### src/rtl/maze_link_rx_pkg.sv
// Shared maze-link definitions: control addresses, cell-word layout, cell/treasure codes, receiver states.
package maze_link_rx_pkg;

  localparam logic [4:0] ADDR_SYNC = 5'd31;
  localparam logic [4:0] ADDR_DONE = 5'd30;

  localparam int unsigned BEAT_W = 3;
  localparam int unsigned WORD_W = 3 * BEAT_W;
  localparam int unsigned ADDR_W = 5;

  // Cell word field positions: {state[8:6], walls N/E/S/W[5:2], treasure[1:0]}
  localparam int unsigned F_STATE_LSB    = 6;
  localparam int unsigned F_WALL_N       = 5;
  localparam int unsigned F_WALL_E       = 4;
  localparam int unsigned F_WALL_S       = 3;
  localparam int unsigned F_WALL_W       = 2;
  localparam int unsigned F_TREASURE_LSB = 0;

  typedef enum logic [2:0] {
    CELL_UNVISITED   = 3'd0,
    CELL_VISITED     = 3'd1,
    CELL_UNREACHABLE = 3'd2,
    CELL_ROBOT_N     = 3'd3,
    CELL_ROBOT_E     = 3'd4,
    CELL_ROBOT_S     = 3'd5,
    CELL_ROBOT_W     = 3'd6
  } cell_state_e;

  typedef enum logic [1:0] {
    TREASURE_NONE  = 2'd0,
    TREASURE_RED   = 2'd1,
    TREASURE_GREEN = 2'd2,
    TREASURE_BLUE  = 2'd3
  } treasure_e;

  typedef enum logic [1:0] {
    ST_IDLE     = 2'd0,
    ST_WAIT_LO  = 2'd1,
    ST_WAIT_MID = 2'd2,
    ST_WAIT_HI  = 2'd3
  } rx_state_e;

  function automatic logic is_ctrl_addr(input logic [ADDR_W-1:0] a);
    return (a == ADDR_SYNC) || (a == ADDR_DONE);
  endfunction

endpackage

### src/rtl/maze_link_rx_bus_sync.sv
// Arduino bus synchroniser: SYNC_STAGES-deep flop chain on every bus bit plus a registered
// strobe rising-edge detector. The synced bus is registered alongside the beat pulse so the
// address/data seen with beat_o belong to the same cycle.
module arduino_bus_sync #(
  parameter int unsigned WIDTH  = 8,
  parameter int unsigned STAGES = 2
) (
  input  logic             clk_i,
  input  logic             rst_i,
  input  logic [WIDTH-1:0] bus_i,
  input  logic             strobe_i,
  output logic [WIDTH-1:0] bus_o,
  output logic             beat_o
);

  logic [WIDTH-1:0] bus_sync_q    [STAGES];
  logic             strobe_sync_q [STAGES];
  logic             strobe_prev_q;

  // Synchroniser chain, edge detector and aligned output registers
  always_ff @(posedge clk_i) begin
    if (rst_i) begin
      for (int unsigned i = 0; i < STAGES; i++) begin
        bus_sync_q[i]    <= '0;
        strobe_sync_q[i] <= 1'b0;
      end
      strobe_prev_q <= 1'b0;
      bus_o         <= '0;
      beat_o        <= 1'b0;
    end else begin
      bus_sync_q[0]    <= bus_i;
      strobe_sync_q[0] <= strobe_i;
      for (int unsigned i = 1; i < STAGES; i++) begin
        bus_sync_q[i]    <= bus_sync_q[i-1];
        strobe_sync_q[i] <= strobe_sync_q[i-1];
      end
      strobe_prev_q <= strobe_sync_q[STAGES-1];
      bus_o         <= bus_sync_q[STAGES-1];
      beat_o        <= strobe_sync_q[STAGES-1] & ~strobe_prev_q;
    end
  end

endmodule

### src/rtl/maze_link_rx.sv
// Maze-link receiver: assembles SYNC + LO/MID/HI beats into a 9-bit cell word and writes it
// into the VGA cell RAM; also tracks DONE, frame timeout and a saturating error count.
module maze_link_rx
  import maze_link_rx_pkg::*;
#(
  parameter int unsigned CELLS       = 20,
  parameter int unsigned SYNC_STAGES = 2,
  parameter int unsigned TIMEOUT     = 250000,
  parameter int unsigned ERR_W       = 8
) (
  input  logic             CLOCK,
  input  logic             RESET,
  input  logic [2:0]       ARD_DATA,
  input  logic             ARD_STROBE,
  input  logic [4:0]       ARD_ADDR,
  output logic [4:0]       RAM_WADDR,
  output logic [8:0]       RAM_WDATA,
  output logic             RAM_WE,
  output logic             DONE,
  output logic             BUSY,
  output logic [ERR_W-1:0] ERR_CNT
);

  localparam int unsigned       TMR_W    = (TIMEOUT > 1) ? $clog2(TIMEOUT) : 1;
  localparam logic [TMR_W-1:0]  TMR_LAST = TMR_W'(TIMEOUT - 1);

  logic [ADDR_W+BEAT_W-1:0] bus_s;
  logic                     beat;
  logic [ADDR_W-1:0]        addr_s;
  logic [BEAT_W-1:0]        data_s;

  rx_state_e         state_q, state_d;
  logic [ADDR_W-1:0] addr_q, addr_d;
  logic [WORD_W-1:0] word_q, word_d;
  logic [TMR_W-1:0]  timer_q, timer_d;
  logic [ERR_W-1:0]  err_q, err_d;
  logic              done_q, done_d;
  logic              busy_q, busy_d;
  logic              we_q, we_d;
  logic [ADDR_W-1:0] waddr_q, waddr_d;
  logic [WORD_W-1:0] wdata_q, wdata_d;
  logic              err_inc;

  arduino_bus_sync #(
    .WIDTH  (ADDR_W + BEAT_W),
    .STAGES (SYNC_STAGES)
  ) u_sync (
    .clk_i    (CLOCK),
    .rst_i    (RESET),
    .bus_i    ({ARD_ADDR, ARD_DATA}),
    .strobe_i (ARD_STROBE),
    .bus_o    (bus_s),
    .beat_o   (beat)
  );

  assign addr_s = bus_s[ADDR_W+BEAT_W-1:BEAT_W];
  assign data_s = bus_s[BEAT_W-1:0];

  // Frame FSM, beat assembler, timeout timer and error/next-output computation
  always_comb begin
    state_d = state_q;
    addr_d  = addr_q;
    word_d  = word_q;
    timer_d = timer_q;
    done_d  = done_q;
    we_d    = 1'b0;
    waddr_d = waddr_q;
    wdata_d = wdata_q;
    err_inc = 1'b0;

    // A beat always takes priority over a timeout landing in the same cycle.
    if (beat) begin
      timer_d = '0;
      if (addr_s == ADDR_SYNC) begin
        done_d  = 1'b0;
        word_d  = '0;
        state_d = ST_WAIT_LO;
        err_inc = (state_q != ST_IDLE);
      end else if (addr_s == ADDR_DONE) begin
        done_d  = 1'b1;
        state_d = ST_IDLE;
        err_inc = (state_q != ST_IDLE);
      end else begin
        unique case (state_q)
          ST_IDLE: ;
          ST_WAIT_LO: begin
            if (32'(addr_s) < CELLS) begin
              addr_d      = addr_s;
              word_d[2:0] = data_s;
              state_d     = ST_WAIT_MID;
            end else begin
              err_inc = 1'b1;
              state_d = ST_IDLE;
            end
          end
          ST_WAIT_MID: begin
            if (addr_s == addr_q) begin
              word_d[5:3] = data_s;
              state_d     = ST_WAIT_HI;
            end else begin
              err_inc = 1'b1;
              state_d = ST_IDLE;
            end
          end
          ST_WAIT_HI: begin
            if (addr_s == addr_q) begin
              word_d[8:6] = data_s;
              we_d        = 1'b1;
              waddr_d     = addr_q;
              wdata_d     = {data_s, word_q[5:0]};
            end else begin
              err_inc = 1'b1;
            end
            state_d = ST_IDLE;
          end
        endcase
      end
    end else if (state_q != ST_IDLE) begin
      if (timer_q == TMR_LAST) begin
        err_inc = 1'b1;
        state_d = ST_IDLE;
        timer_d = '0;
      end else begin
        timer_d = timer_q + 1'b1;
      end
    end

    err_d = err_q;
    if (err_inc && (err_q != '1)) begin
      err_d = err_q + 1'b1;
    end

    busy_d = (state_d != ST_IDLE);
  end

  // State and output registers; reset overrides any pending write
  always_ff @(posedge CLOCK) begin
    if (RESET) begin
      state_q <= ST_IDLE;
      addr_q  <= '0;
      word_q  <= '0;
      timer_q <= '0;
      err_q   <= '0;
      done_q  <= 1'b0;
      busy_q  <= 1'b0;
      we_q    <= 1'b0;
      waddr_q <= '0;
      wdata_q <= '0;
    end else begin
      state_q <= state_d;
      addr_q  <= addr_d;
      word_q  <= word_d;
      timer_q <= timer_d;
      err_q   <= err_d;
      done_q  <= done_d;
      busy_q  <= busy_d;
      we_q    <= we_d;
      waddr_q <= waddr_d;
      wdata_q <= wdata_d;
    end
  end

  assign RAM_WADDR = waddr_q;
  assign RAM_WDATA = wdata_q;
  assign RAM_WE    = we_q;
  assign DONE      = done_q;
  assign BUSY      = busy_q;
  assign ERR_CNT   = err_q;

endmodule
### config.mk
export PLATFORM = sky130hd
export DESIGN_NAME = maze_link_rx
export DESIGN_NICKNAME = d
export VERILOG_FILES = /design/src/rtl/maze_link_rx_pkg.sv /design/src/rtl/maze_link_rx_bus_sync.sv /design/src/rtl/maze_link_rx.sv
export SDC_FILE = /design/constraint.sdc
export NUM_CORES = 1
export LEC_CHECK = 0
export ABC_AREA = 1
export BUFFER_PORTS_ARGS = -buffer_cell sky130_fd_sc_hd__buf_2
export CAP_MARGIN = 5
export CORE_MARGIN = 10
export CORE_UTILIZATION = 55
export DETAILED_ROUTE_END_ITERATION = 8
export GPL_TIMING_DRIVEN = 1
export PLACE_DENSITY = 0.86
export SETUP_SLACK_MARGIN = 0.02
export SLEW_MARGIN = 20
export SYNTH_ARGS = -nofsm -noshare
export SYNTH_HDL_FRONTEND = slang
export SYNTH_SLANG_ARGS = --single-unit
### constraint.sdc
create_clock -name CLOCK -period 2.6 [get_ports CLOCK]
set_clock_uncertainty 0.05 [all_clocks]
set_input_delay 0.26 -clock CLOCK [delete_from_list [all_inputs] [get_ports CLOCK]]
set_output_delay 0.26 -clock CLOCK [all_outputs]
set_load 0.01 [all_outputs]
# Word level (Yosys, flattened, before mapping)

Memory sizes are Yosys's and may differ from the RTL's. A register that Yosys moved wholly into a read port is not among the register bits.
Index checks and enable logic that the tools add are counted.

Bits in read-only memories: 0
Word-level logic and storage cells: 86
Input bits: 11
Output and inout bits: 25
Latch bits: 0
Flip-flop bits (word level): 58
Memories: 2
RAM bits: 18

Divide/modulo/power cells: 0
Equality and inequality tests: 9
Multiplexer cells: 33
Order comparisons: 1
Reductions and logical operators: 16
Shifts and indexed selects: 0
Add/subtract/negate cells: 2
Multipliers: 0
Bitwise operators: 10

Memory list:

| name                 | words | bits a word | rd ports | clocked after memory_dff | wr ports | line                        | source |
|---|---|---|---|---|---|---|---|
| u_sync.bus_sync_q    | 2     | 8           | 2        | 1                        | 2        | maze_link_rx_bus_sync.sv:16 | `logic [WIDTH-1:0] bus_sync_q [STAGES];` |
| u_sync.strobe_sync_q | 2     | 1           | 2        | 0                        | 2        | maze_link_rx_bus_sync.sv:17 | `logic strobe_sync_q [STAGES];` |

Operators by type and width:

| kind                                              | number |
|---|---|
| adder 18 x 1 -> 18 bit, second input constant     | 1 |
| == test 18 bit, second input constant             | 1 |
| 2-to-1 mux 18 bit                                 | 1 |
| 2-to-1 mux 8 bit                                  | 2 |
| 2-to-1 mux 1 bit                                  | 15 |
| 2-to-1 mux 2 bit                                  | 7 |
| nonzero test 2 bit                                | 7 |
| 2-to-1 mux 3 bit                                  | 4 |
| 2-to-1 mux 6 bit                                  | 2 |
| == test 5 bit, second input constant              | 2 |
| AND reduction 5 bit                               | 2 |
| adder 8 x 1 -> 8 bit, second input constant       | 1 |
| inequality test 8 bit, second input constant      | 1 |
| AND reduction 4 bit                               | 2 |
| one-hot mux 2 bit (3 select lines)                | 1 |
| == test 5 bit                                     | 1 |
| less-than comparator 5 bit, second input constant | 1 |
| NOT 1 bit                                         | 5 |
| OR reduction 5 bit                                | 1 |
| == test 2 bit, second input constant              | 2 |
| bitwise OR 1 bit                                  | 4 |
| OR reduction 2 bit                                | 2 |
| == test 2 x 1 -> 1 bit, second input constant     | 1 |
| inequality test 2 bit, second input constant      | 1 |
| other kinds (4)                                   | 4 |

# Logic depth before layout (Yosys ltp)

Gate-level depths: netlist (run 1).

Depth after elaboration: 7
Mapped depth: 13
Depth with buffers taken out: 12

# Cells and area by module

From an unflattened synthesis (run 1), not the netlist that was laid out.

Cell total of the unflattened synthesis: 460
Area, all modules: 3,512.1 um^2

Modules (own cells, without submodules):

| module           | cells each | sequential area each (um^2) | instances | area an instance (um^2) |
|---|---|---|---|---|
| maze_link_rx     | 373        | 1,121.1                     | 1         | 2,705.1 |
| arduino_bus_sync | 87         | 560.5                       | 1         | 807.0 |

# Least setup slack after synthesis (run 1)

OpenSTA, ideal clock, no wires.

Path type: reg2reg
Start point: register err_q[0], in the netlist ERR_CNT[0]
End point: register err_q[7], in the netlist ERR_CNT[7]
Data required time: 2.482 ns
Buffers on the path: 0
Setup slack: 1.007 ns
Arrival time: 1.476 ns
Library setup time: 0.068 ns
Stages on the path, launching flop included: 8
Clock period less this slack: 1.593 ns
Cell sequence: dfxtp_1 ha_1 nand2_1 nor3b_1 nand2_2 nand2_1 nand2_1 a21oi_2

Cells in the longest elaborated chain, start to end: 2
Elaborated cells between the ends (all ways): 3
Those cells by class: add/sub (1); eq/ne (1); reduce/logical (1)

Ends and longest elaborated chain:

| item                                                                         | line                | source |
|---|---|---|
| start: declaration                                                           | maze_link_rx.sv:36  | `logic [ERR_W-1:0] err_q, err_d;` |
| start signal: assignment                                                     | maze_link_rx.sv:154 | `err_q <= err_d;` |
| parallel branches: the longest is 2 deep, another holds adder 8 x 1 -> 8 bit | --                  |  |

Parallel ways; which one is timed is not known.
A chain may end at the register's enable or synchronous reset.

# Worst setup path in the final report (run 1)

Start point: register timer_q[0]
End point: register err_q[7], in the netlist ERR_CNT[7]

Cells in the longest elaborated chain, start to end: 5

Ends and longest elaborated chain:

| item                     | line                | source |
|---|---|---|
| start: declaration       | maze_link_rx.sv:35  | `logic [TMR_W-1:0] timer_q, timer_d;` |
| start signal: assignment | maze_link_rx.sv:153 | `timer_q <= timer_d;` |
| == test 18 bit           | maze_link_rx.sv:119 | `if (timer_q == TMR_LAST) begin` |
| 2-to-1 mux 1 bit         | maze_link_rx.sv:119 |  |
| 2-to-1 mux 1 bit         | maze_link_rx.sv:118 | `end else if (state_q != ST_IDLE) begin` |
| 2-to-1 mux 1 bit         | maze_link_rx.sv:72  | `if (beat) begin` |
| logical AND 1 bit        | maze_link_rx.sv:129 | `if (err_inc && (err_q != '1)) begin` |

No other way between the ends.

==> results of run 1 <==
## where the power goes
part	total (uW)	leakage [uW]	internal, uW	switching, uW
Sequential	1310	0.000681	1300	6.76
Combinational	62.2	0.000872	20.5	41.8
Clock	1030	0.000109	553	477
## through the flow
step	cells	utilization [%]	hold slack, ns
2_1_floorplan	454	-	0.317
3_3_place_gp	554	61.2	0.327
3_5_place_dp	554	61.2	0.342
4_1_cts	570	65.0	0.0295
5_1_grt	570	65.0	0.0527
6_report	570	65.0	0.0484
## registers in the layout (all words and copies together) (netlist names)
| register | count |
|---|---|
| u_sync.strobe_sync_q | 2 |
| RAM_WADDR | 5 |
| u_sync.strobe_prev_q | 1 |
| word_q | 6 |
| ERR_CNT | 8 |
| addr_q | 5 |
| u_sync.bus_o | 8 |
| timer_q | 18 |
| RAM_WE | 1 |
| RAM_WDATA | 9 |
| u_sync.beat_o | 1 |
| u_sync.bus_sync_q | 16 |
| state_q | 2 |
| BUSY | 1 |
| DONE | 1 |
## area by class of cell
cell class	count	area, um^2
clock buffers	10	128
multi-input cells	279	1400
fillers	489	2100
inverters	79	299
well taps	75	93.8
repair buffers	37	190
clock inverters	6	96.3
flip-flops and latches	84	1680
## per-layer routing
layer	up-vias	wire, um
met2	76	3020
met3	13	362
met4	0	156
met1	1280	3100
met5	-	0
li1	1502	-
## cell usage in the layout (no fill, tap or decap), types with 9 or more instances in the layout
cell type  count
dfxtp_1       84
o21ai_0       23
a21oi_1       39
nor2_1        63
nand3_1       23
xor2_1         9
clkbuf_8       9
inv_1         72
buf_2         35
nand2_1       68
## cells by family (layout without fill, tap and decap cells)
logic type                 Yosys count  count (layout)  share of synthesized area (%)
DFF                                 84              84                           48.9
AOI/OAI and AO/OA                   73              73                           11.5
buffers and inverters               91             132                           10.4
adders and majority gates            2               2                          0.727
and+or+nand+nor                    193             193                           25.8
xor gates and xnor gates            11              11                           2.80
## tightest hold or removal path, delay by kind of cell
kind	cells	cell delay, ns
buf+inv	2	0.10
simple gates	1	0.06
## worst max-delay path by stage
stage | startpoint | to | slack, ns | cells after the start
3_3_place_gp | timer_q[0] | ERR_CNT[7] | 0.83 | 10
3_5_place_dp | timer_q[0] | ERR_CNT[5] | 0.75 | 10
6_report | timer_q[0] | ERR_CNT[7] | 0.72 | 10
4_1_cts | timer_q[0] | ERR_CNT[7] | 0.73 | 10
2_1_floorplan | ERR_CNT[0] | ERR_CNT[7] | 1.01 | 7
5_1_grt | timer_q[0] | ERR_CNT[5] | 0.48 | 10
==> qor.yml, run 1 <==
synth:
  synth.most_common_cell: "dfxtp_1"
  synth.area.top_cells: "dfxtp_1 (49%), inv_1 (7.9%), nand2_1 (7.4%), nor2_1 (6.9%), a21oi_1 (5.7%)"
  post-synth-top-area-cell: "dfxtp_1"
  yosys.area.top_type_share_pct: 48.9
  synth.top_cells.by_count: "dfxtp_1 (84), inv_1 (72), nand2_1 (68), nor2_1 (63), a21oi_1 (39)"
  syn-mean-instance-area_um2: 7.58
  synth_fp_nets: 467
  mappedNetlistArea_mm2: 0.00344
  synth-async-reset-ratio_pct: 0
  synth-edff-count: 0
  yosysSeqAreaShare_pct: 48.9
  yosysWarningCount: 0
  netlist-cell-type-count: 34
  ys_seq_elements: 84
  synth_top_flop_cell: "dfxtp_1"
  syn_inst: 454
critical_path:
  r2r-start: "timer_q[0]"
  timing_worst_setup_path_type: "reg -> reg"
  critical_path.most_common_cell: "nand2_1"
  r2r_setup_slack_ns: 0.72
  critical_path_required_ns: 2.80
  crit_family: "simple AND/OR/NAND/NOR gates"
  r2r_cells: 10
  worst_setup_path_start_kind: "register"
  cp_data_arrival_time_ns: 2.08
  critical-path-max-stage-delay_ns: 0.40
  worstPathMaxFanout: 11
  worstPathCellList: "ha_1 > inv_1 > nor3_1 > nand3_1 > nor2_2 > nand3_2 > nand2_2 > nand2_1 > nand2_1 > a21oi_2"
  worst-path-buf-inv: 1
  capturing_point_of_the_worst_reg2reg_path: "ERR_CNT[7]"
  cp_slowest_cell: "dfxtp_1"
  endpoint_kind: "register"
layout:
  fin_area_mm2: 0.00389
  total_inserted_antenna_cells: 0
  syn2layout_area_growth_pct: 13.1
  nNetsFinal: 503
  drive_gt1_share_pct: 16.8
power:
  max-vdd-ir-drop_mv: 0.405
  p_leak_uw: 0.00166
  p_total_uw: 2400
  power.density_mw_per_mm2: 617
grt:
  grtUsageMet1_pct: 16.4
  grt-busiest-layer: "met2"
  grt_use_met3_pct: 3.53
  grt-ovfl-total: 0
  antenna_found_initial: 0
  grt_pass1_wl_um: 11200
  grt_max_degree: 30
  gr_met2_demand_resource_pct: 21.3
  global_route.usage.total_pct: 13.6
  grt_pass1_vias: 2579
timing:
  post-route-worst-setup-slack_ns: 0.724
  final-max-slew-violation-count: 0
  fin_crit_period_ns: 1.88
  setup-violations-final: 0
  rsz0062_at_grt: "false"
  report.final.hold_viol_count: 0
  tightest_pin_transition_ns: 0.585
  fin_crit_sh_pct: 72.2
  max_freq_mhz: 533
  tns_ns: 0
  maxSlewHeadroom_pct: 60.9
drt:
  drt-initial-drc-count: 217
  remaining_drc_errors: 0
  wl_um: 6640
  post_drt_via_cell_ratio: 5.04
  num_vias: 2871
  ant_nets: 0
  dr.pass1.iters: 5
  wl_per_cell_um: 11.6
placement:
  detailedPlace.worstSlack_ns: 0.746
  post_dp_hpwl_um: 4820
  gp_congestion: 0.896
  count_of_buffers_from_port_buffering: 35
  dpl-instance-area_mm2: 0.00367
clock_tree:
  tritoncts: "built"
  post_cts_resize_count: 0
  clkTransAtPathRegs_ns: 0.09
  cts_buffers: 9
  clock_latency_on_the_worst_skew_pair_ns: 0.36
  number_of_buffers_inserted_by_post_cts_setup_repair: 0
  cts-htree-levels: 3
  clock_tree.buffer_depth: 2
  numClockSinks: 84
  post_cts_hold_buffer_count: 0
  clockRootBuffer: "clkbuf_8"
outcome:
  run_status: "complete, no violations"
flow_run:
  max_cap_viol_count: 0
die:
  initial_standard_cell_utilization_of_the_core_pct: 57.5
  design.die.area_mm2: 0.00982
  core_mm2: 0.00599
  core.rowCount: 28
  top_level_ports: 36
  floorplan.die.width_um: 99.1
  die_y_extent_um: 99.1
hold_path:
  worstHoldPathType: "in -> reg"
  min_from: "ARD_ADDR[2]"
  worst_hold_path.num_cells: 3
  endpoint_with_the_worst_hold_slack: "u_sync.bus_sync_q[0][5]"
No activity file was read; power rests on OpenSTA's default activity.
==> run 2, diff against run 1 <==
- ABC_AREA: 1 -> 0
- PLACE_DENSITY: 0.86 -> 0.87
- clock period: 2.6 -> 1.9 ns (I/O delays scaled with it)
==> qor.yml, run 2 <==
layout:
  num-fill-cells: 418
  mostFrequentLayoutCell: "dfxtp_1"
  regMostFlops: "timer_q"
  final_cell_count_no_fill: 467
  total_inserted_antenna_cells: 0
  fin_area_mm2: 0.00382
  nNetsFinal: 404
  largest_register_ffs: 18
  ff_latch_area_mm2: 0.00169
  syn2layout_area_growth_pct: 19.3
  drive_gt1_share_pct: 21.0
  multi_input_comb_area_mm2: 0.00147
  commonest_cells_after_routing_fill_and_taps_aside: "dfxtp_1 (80), nor2_1 (58), buf_2 (35)"
drt:
  route.met3.wl_um: 378
  num_vias: 2452
  wl_um: 6480
  remaining_drc_errors: 0
  wl_per_cell_um: 13.9
  uppermost_metal_layer_occupied_by_signal_nets: "met4"
  drt-met1-wl_um: 2890
  dr_wl_met2_um: 3110
  ant_nets: 0
  dr.pass1.iters: 4
  drt-initial-drc-count: 172
  post_drt_via_cell_ratio: 5.25
power:
  p_leak_uw: 0.00167
  max-vdd-ir-drop_mv: 0.548
  p_total_uw: 2970
  power.density_mw_per_mm2: 777
placement:
  post_dp_hpwl_um: 4590
  gp_congestion: 0.840
  count_of_buffers_from_port_buffering: 35
  dp.cells: 447
  dpl-instance-area_mm2: 0.00358
critical_path:
  cp_slowest_cell: "dfxtp_1"
  critical_path.most_common_cell: "o21ai_1"
  timing_worst_setup_path_type: "reg -> reg"
  r2r-start: "timer_q[13]"
  critical_path_required_ns: 2.08
  r2r_cells: 6
  critical-path-max-stage-delay_ns: 0.32
  cp_data_arrival_time_ns: 1.97
  worstPathMaxFanout: 3
  endpoint_kind: "register"
  capturing_point_of_the_worst_reg2reg_path: "BUSY"
  worstPathCellList: "nor4b_2 > and4_1 > or2b_1 > o21ai_1 > o21ai_1 > or2_2"
  worst_setup_path_start_kind: "register"
  r2r_setup_slack_ns: 0.11
clock_tree:
  clockRootBuffer: "clkbuf_8"
  clock_latency_on_the_worst_skew_pair_ns: 0.35
  cts_buffers: 9
  cts-htree-levels: 3
  clock_tree.buffer_depth: 2
  numClockSinks: 84
  number_of_buffers_inserted_by_post_cts_setup_repair: 0
  tritoncts: "built"
  clkTransAtPathRegs_ns: 0.08
die:
  die_y_extent_um: 96.4
  core.rowCount: 27
  initial_standard_cell_utilization_of_the_core_pct: 57.5
  top_level_ports: 36
  core_mm2: 0.00557
  floorplan.die.width_um: 96.4
  design.die.area_mm2: 0.00929
timing:
  tns_ns: 0
  fin_crit_period_ns: 1.79
  report.final.hold_viol_count: 0
  setup-violations-final: 0
  final-max-slew-violation-count: 0
  fin_crit_sh_pct: 94.3
  tightest_pin_transition_ns: 0.396
  max_freq_mhz: 558
  maxSlewHeadroom_pct: 73.6
  rsz0062_at_grt: "true"
grt:
  global_route.usage.total_pct: 14.6
  grt_pass1_wl_um: 10800
  grt_pass1_vias: 2362
  antenna_found_initial: 0
  grt-ovfl-total: 0
  grt_max_degree: 22
outcome:
  run_status: "complete, no violations"
synth:
  netlist-cell-type-count: 40
  yosysSeqAreaShare_pct: 52.4
  synth.top_cells.by_count: "dfxtp_1 (84), nor2_1 (58), nor2b_1 (33), mux2i_1 (20), nand2_1 (18)"
  synth.most_common_cell: "dfxtp_1"
  synth_top_flop_cell: "dfxtp_1"
  yosysWarningCount: 0
  synth_fp_nets: 347
  post-synth-top-area-cell: "dfxtp_1"
  yosys.area.top_type_share_pct: 52.4
  synth-edff-count: 0
  syn-mean-instance-area_um2: 9.60
  ys_seq_elements: 84
  mappedNetlistArea_mm2: 0.00321
  synth-async-reset-ratio_pct: 0
  syn_inst: 334
  synth.area.top_cells: "dfxtp_1 (52%), nor2_1 (6.8%), nor2b_1 (6.4%), mux2i_1 (6.2%), xor2_1 (3.0%)"
hold_path:
  min_from: "ARD_DATA[1]"
  worst_hold_path.num_cells: 2
  endpoint_with_the_worst_hold_slack: "u_sync.bus_sync_q[0][1]"
  worstHoldPathType: "in -> reg"
flow_run:
  max_cap_viol_count: 0
## run 2: worst max path at each step
stage / slack, ns / cells past startpoint / from / end
finish: 0.11 / 6 / timer_q[13] / BUSY
global route: 0.005 / 7 / u_sync.bus_o[6] / RAM_WDATA[1]
CTS: 0.04 / 6 / timer_q[13] / BUSY
detailed placement: 0.02 / 6 / timer_q[13] / BUSY
global placement: 0.07 / 6 / timer_q[13] / BUSY
floorplan: 0.07 / 6 / timer_q[4] / ERR_CNT[4]
## run 2: what timing repair did
item	CTS	global route
setup endpoints to repair	2	10
resized for setup	3	9
pin swaps	1	3
hold buffers	5	0
hold endpoints to repair	5	0
## run 2: logic make-up (layout without fill, tap and decap cells)
| logic type | Yosys count | after routing | share of synthesized area [%] |
|---|---|---|---|
| simple gates | 149 | 149 | 23.3 |
| flops | 84 | 84 | 52.4 |
| compound gates | 38 | 38 | 8.70 |
| mux | 22 | 22 | 6.94 |
| xor+xnor | 20 | 20 | 5.46 |
| buf+inv | 19 | 80 | 2.38 |
| fa+ha+maj | 2 | 2 | 0.780 |
## run 2: report_power, final
part / switching (uW) / leakage (uW) / internal, uW
Combinational: 46.3 / 0.000916 / 41.6
Sequential: 11.7 / 0.000683 / 1780
Clock: 620 / 0.0000710 / 472
Total: 678 / 0.00167 / 2300
## run 2: layout make-up
type                       instances  area share [%]
tap                               72            2.36
inverter                           5           0.491
sequential                        84            44.1
timing repair buffer              60            10.2
clock inverter                     5            1.01
clock buffer                      10            3.34
multi-input combinational        231            38.5
## run 2: layer usage
layer  vias up  track usage (%)
li1       1244                -
met1      1154             18.0
met2        44             23.2
met3        10             3.81
met4         0             7.26
met5         -                0
## run 2: through the flow
step	hold slack (ns)	util (%)	setup WS (ns)
floorplan	0.268	-	0.0653
global placement	0.322	64.2	0.0665
detailed placement	0.324	64.2	0.0245
CTS	0.00622	68.1	0.0363
global route	0.0227	68.6	0.00462
finish	0.0159	68.6	0.108
## run 2: critical path, delay by kind of cell (launching register included)
kind / cells / cell delay, ns
DFF: 1 / 0.32
AOI/OAI and AO/OA: 2 / 0.25
and+or+nand+nor: 4 / 1.07
==> run 3, diff against run 2 <==
- BUFFER_PORTS_ARGS: -buffer_cell sky130_fd_sc_hd__buf_2 -> -buffer_cell sky130_fd_sc_hd__buf_4
==> qor.yml, run 3 (synthesis results as in run 2) <==
clock_tree:
  cts-htree-levels: 3
  clockRootBuffer: "clkbuf_8"
  numClockSinks: 84
  clock_tree.buffer_depth: 2
  tritoncts: "built"
  clkTransAtPathRegs_ns: 0.08
  clock_latency_on_the_worst_skew_pair_ns: 0.36
  cts_buffers: 9
die:
  floorplan.die.width_um: 96.4
  initial_standard_cell_utilization_of_the_core_pct: 57.5
  design.die.area_mm2: 0.00929
  core_mm2: 0.00557
  top_level_ports: 36
  core.rowCount: 27
  die_y_extent_um: 96.4
power:
  clock_power_share_pct: 40.3
  p_leak_uw: 0.00171
  power.sequential.fraction_pct: 56.8
  switchingPower_uw: 715
  power.density_mw_per_mm2: 794
  internal-power_uw: 2440
  share_comb_of_total_power_pct: 2.9
  power.switching_fraction_pct: 22.7
  max-vdd-ir-drop_mv: 0.658
critical_path:
  timing_worst_setup_path_type: "reg -> reg"
  critical-path-max-stage-delay_ns: 0.34
  worstPathMaxFanout: 4
  cp_data_arrival_time_ns: 2.04
  cp_slowest_cell: "dfxtp_1"
  worstPathCellList: "nor4b_2 > and4_1 > a32oi_2 > a32oi_4 > nand4_1 > mux2_1"
  worst_setup_path_start_kind: "register"
  worst-path-buf-inv: 0
  endpoint_kind: "register"
  critical_path_required_ns: 2.09
  crit_family: "simple AND/OR/NAND/NOR gates"
grt:
  global_route.usage.total_pct: 14.7
  antenna_found_initial: 0
  grt_max_degree: 29
  grt-ovfl-total: 0
  grt_pass1_vias: 2355
  grt_pass1_wl_um: 10800
layout:
  nNetsFinal: 406
  regMostFlops: "timer_q"
  largest_register_ffs: 18
  mostFrequentLayoutCell: "dfxtp_1"
  syn2layout_area_growth_pct: 23.9
  commonest_cells_after_routing_fill_and_taps_aside: "dfxtp_1 (76), nor2_1 (58), buf_4 (55)"
  total_inserted_antenna_cells: 0
  drive_gt1_share_pct: 22.9
timing:
  tightest_pin_transition_ns: 0.426
  fin_crit_period_ns: 1.85
  setup-violations-final: 0
  tns_ns: 0
  max_freq_mhz: 541
  maxSlewHeadroom_pct: 71.3
  holdWs_ns: 0.00375
  final-max-slew-violation-count: 0
  fin_crit_sh_pct: 97.3
  report.final.hold_viol_count: 0
drt:
  post_drt_via_cell_ratio: 5.37
  drt-initial-drc-count: 177
  wl_um: 6920
  wl_per_cell_um: 14.7
  dr.pass1.iters: 7
  remaining_drc_errors: 0
  num_vias: 2523
  ant_nets: 0
placement:
  count_of_buffers_from_port_buffering: 35
  post_dp_hpwl_um: 4530
  gp_congestion: 0.781
outcome:
  run_status: "complete, no violations"
hold_path:
  worstHoldPathType: "in -> reg"
flow_run:
  max_cap_viol_count: 0
-- run 3: changes by cell type in the layout (fill, tap and decap cells not counted), sizes merged --
cell,change
clkinvlp,-2
dlygate4sd3,+1
bufinv,+1
clkbuf,-1
clkinv,+3
buf,+1
-- run 3: final cells by class --
cell class / instances / area, um^2
Sequential cell: 84 / 1690
Fill cell: 415 / 1600
Multi-Input combinational cell: 231 / 1480
Timing Repair Buffer: 62 / 493
Clock buffer: 9 / 124
Tap cell: 72 / 90.1
Clock inverter: 7 / 76.3
Inverter: 5 / 18.8
-- run 3: repair_timing --
action                                  in CTS  in global routing
endpoints found under the setup margin       1                 26
hold endpoints to repair                     6                  0
gates resized for setup                      1                 16
setup buffers                                0                  1
hold buffers                                 6                  0
gates cloned                                 0                  0
pin swaps                                    0                  2
-- run 3: metal layers --
metal / part of all wire [%] / up-vias / track usage (%) / routed length, um
met5: 0 / - / 0 / 0
met4: 2.6 / 0 / 8.72 / 179
li1: - / 1246 / - / -
met3: 6.5 / 17 / 4.59 / 449
met1: 43 / 1180 / 16.7 / 2970
met2: 48 / 80 / 23.8 / 3320
-- run 3: final timing paths --
| kind | startpoint | to | slack, ns | cells past startpoint |
|---|---|---|---|---|
| setup / recovery | timer_q[4] | ERR_CNT[5] | 0.05 | 6 |
| hold reg to reg | u_sync.strobe_prev_q | u_sync.beat_o | 0.34 | 1 |
| hold / removal | ARD_STROBE | u_sync.strobe_sync_q[0][0] | 0.004 | 2 |
| setup reg to reg | timer_q[4] | ERR_CNT[5] | 0.05 | 6 |
-- run 3: power groups by stage --
stage / sequential, uW / clock [uW] / combinational, uW
2_1_floorplan: 1830 / 0 / 51.2
3_3_place_gp: 1830 / 0 / 80.7
3_5_place_dp: 1840 / 0 / 81.9
4_1_cts: 1790 / 1290 / 92.1
5_1_grt: 1800 / 1360 / 101
6_report: 1790 / 1270 / 92.3
-- run 3: through the flow --
step | total power, uW | instance area [um^2] | utilization [%] | worst slack (ns) | std cells
finish | 3160 | 3970 | 71.3 | 0.0507 | 470
global route | 3260 | 3970 | 71.3 | -0.0513 | 470
CTS | 3170 | 3930 | 70.4 | 0.0277 | 469
detailed placement | 1920 | 3660 | 65.7 | 0.0576 | 447
global placement | 1910 | 3660 | 65.7 | 0.0601 | 447
floorplan | 1880 | 3210 | - | 0.0653 | 334
-- run 3: worst register-to-register path: cells and delay by family, from the launching register on --
kind,cells,cell delay [ns]
flip-flops,1,0.34
AND/OR/NAND/NOR,3,0.67
AO/OA/AOI/OAI,2,0.34
multiplexers,1,0.32
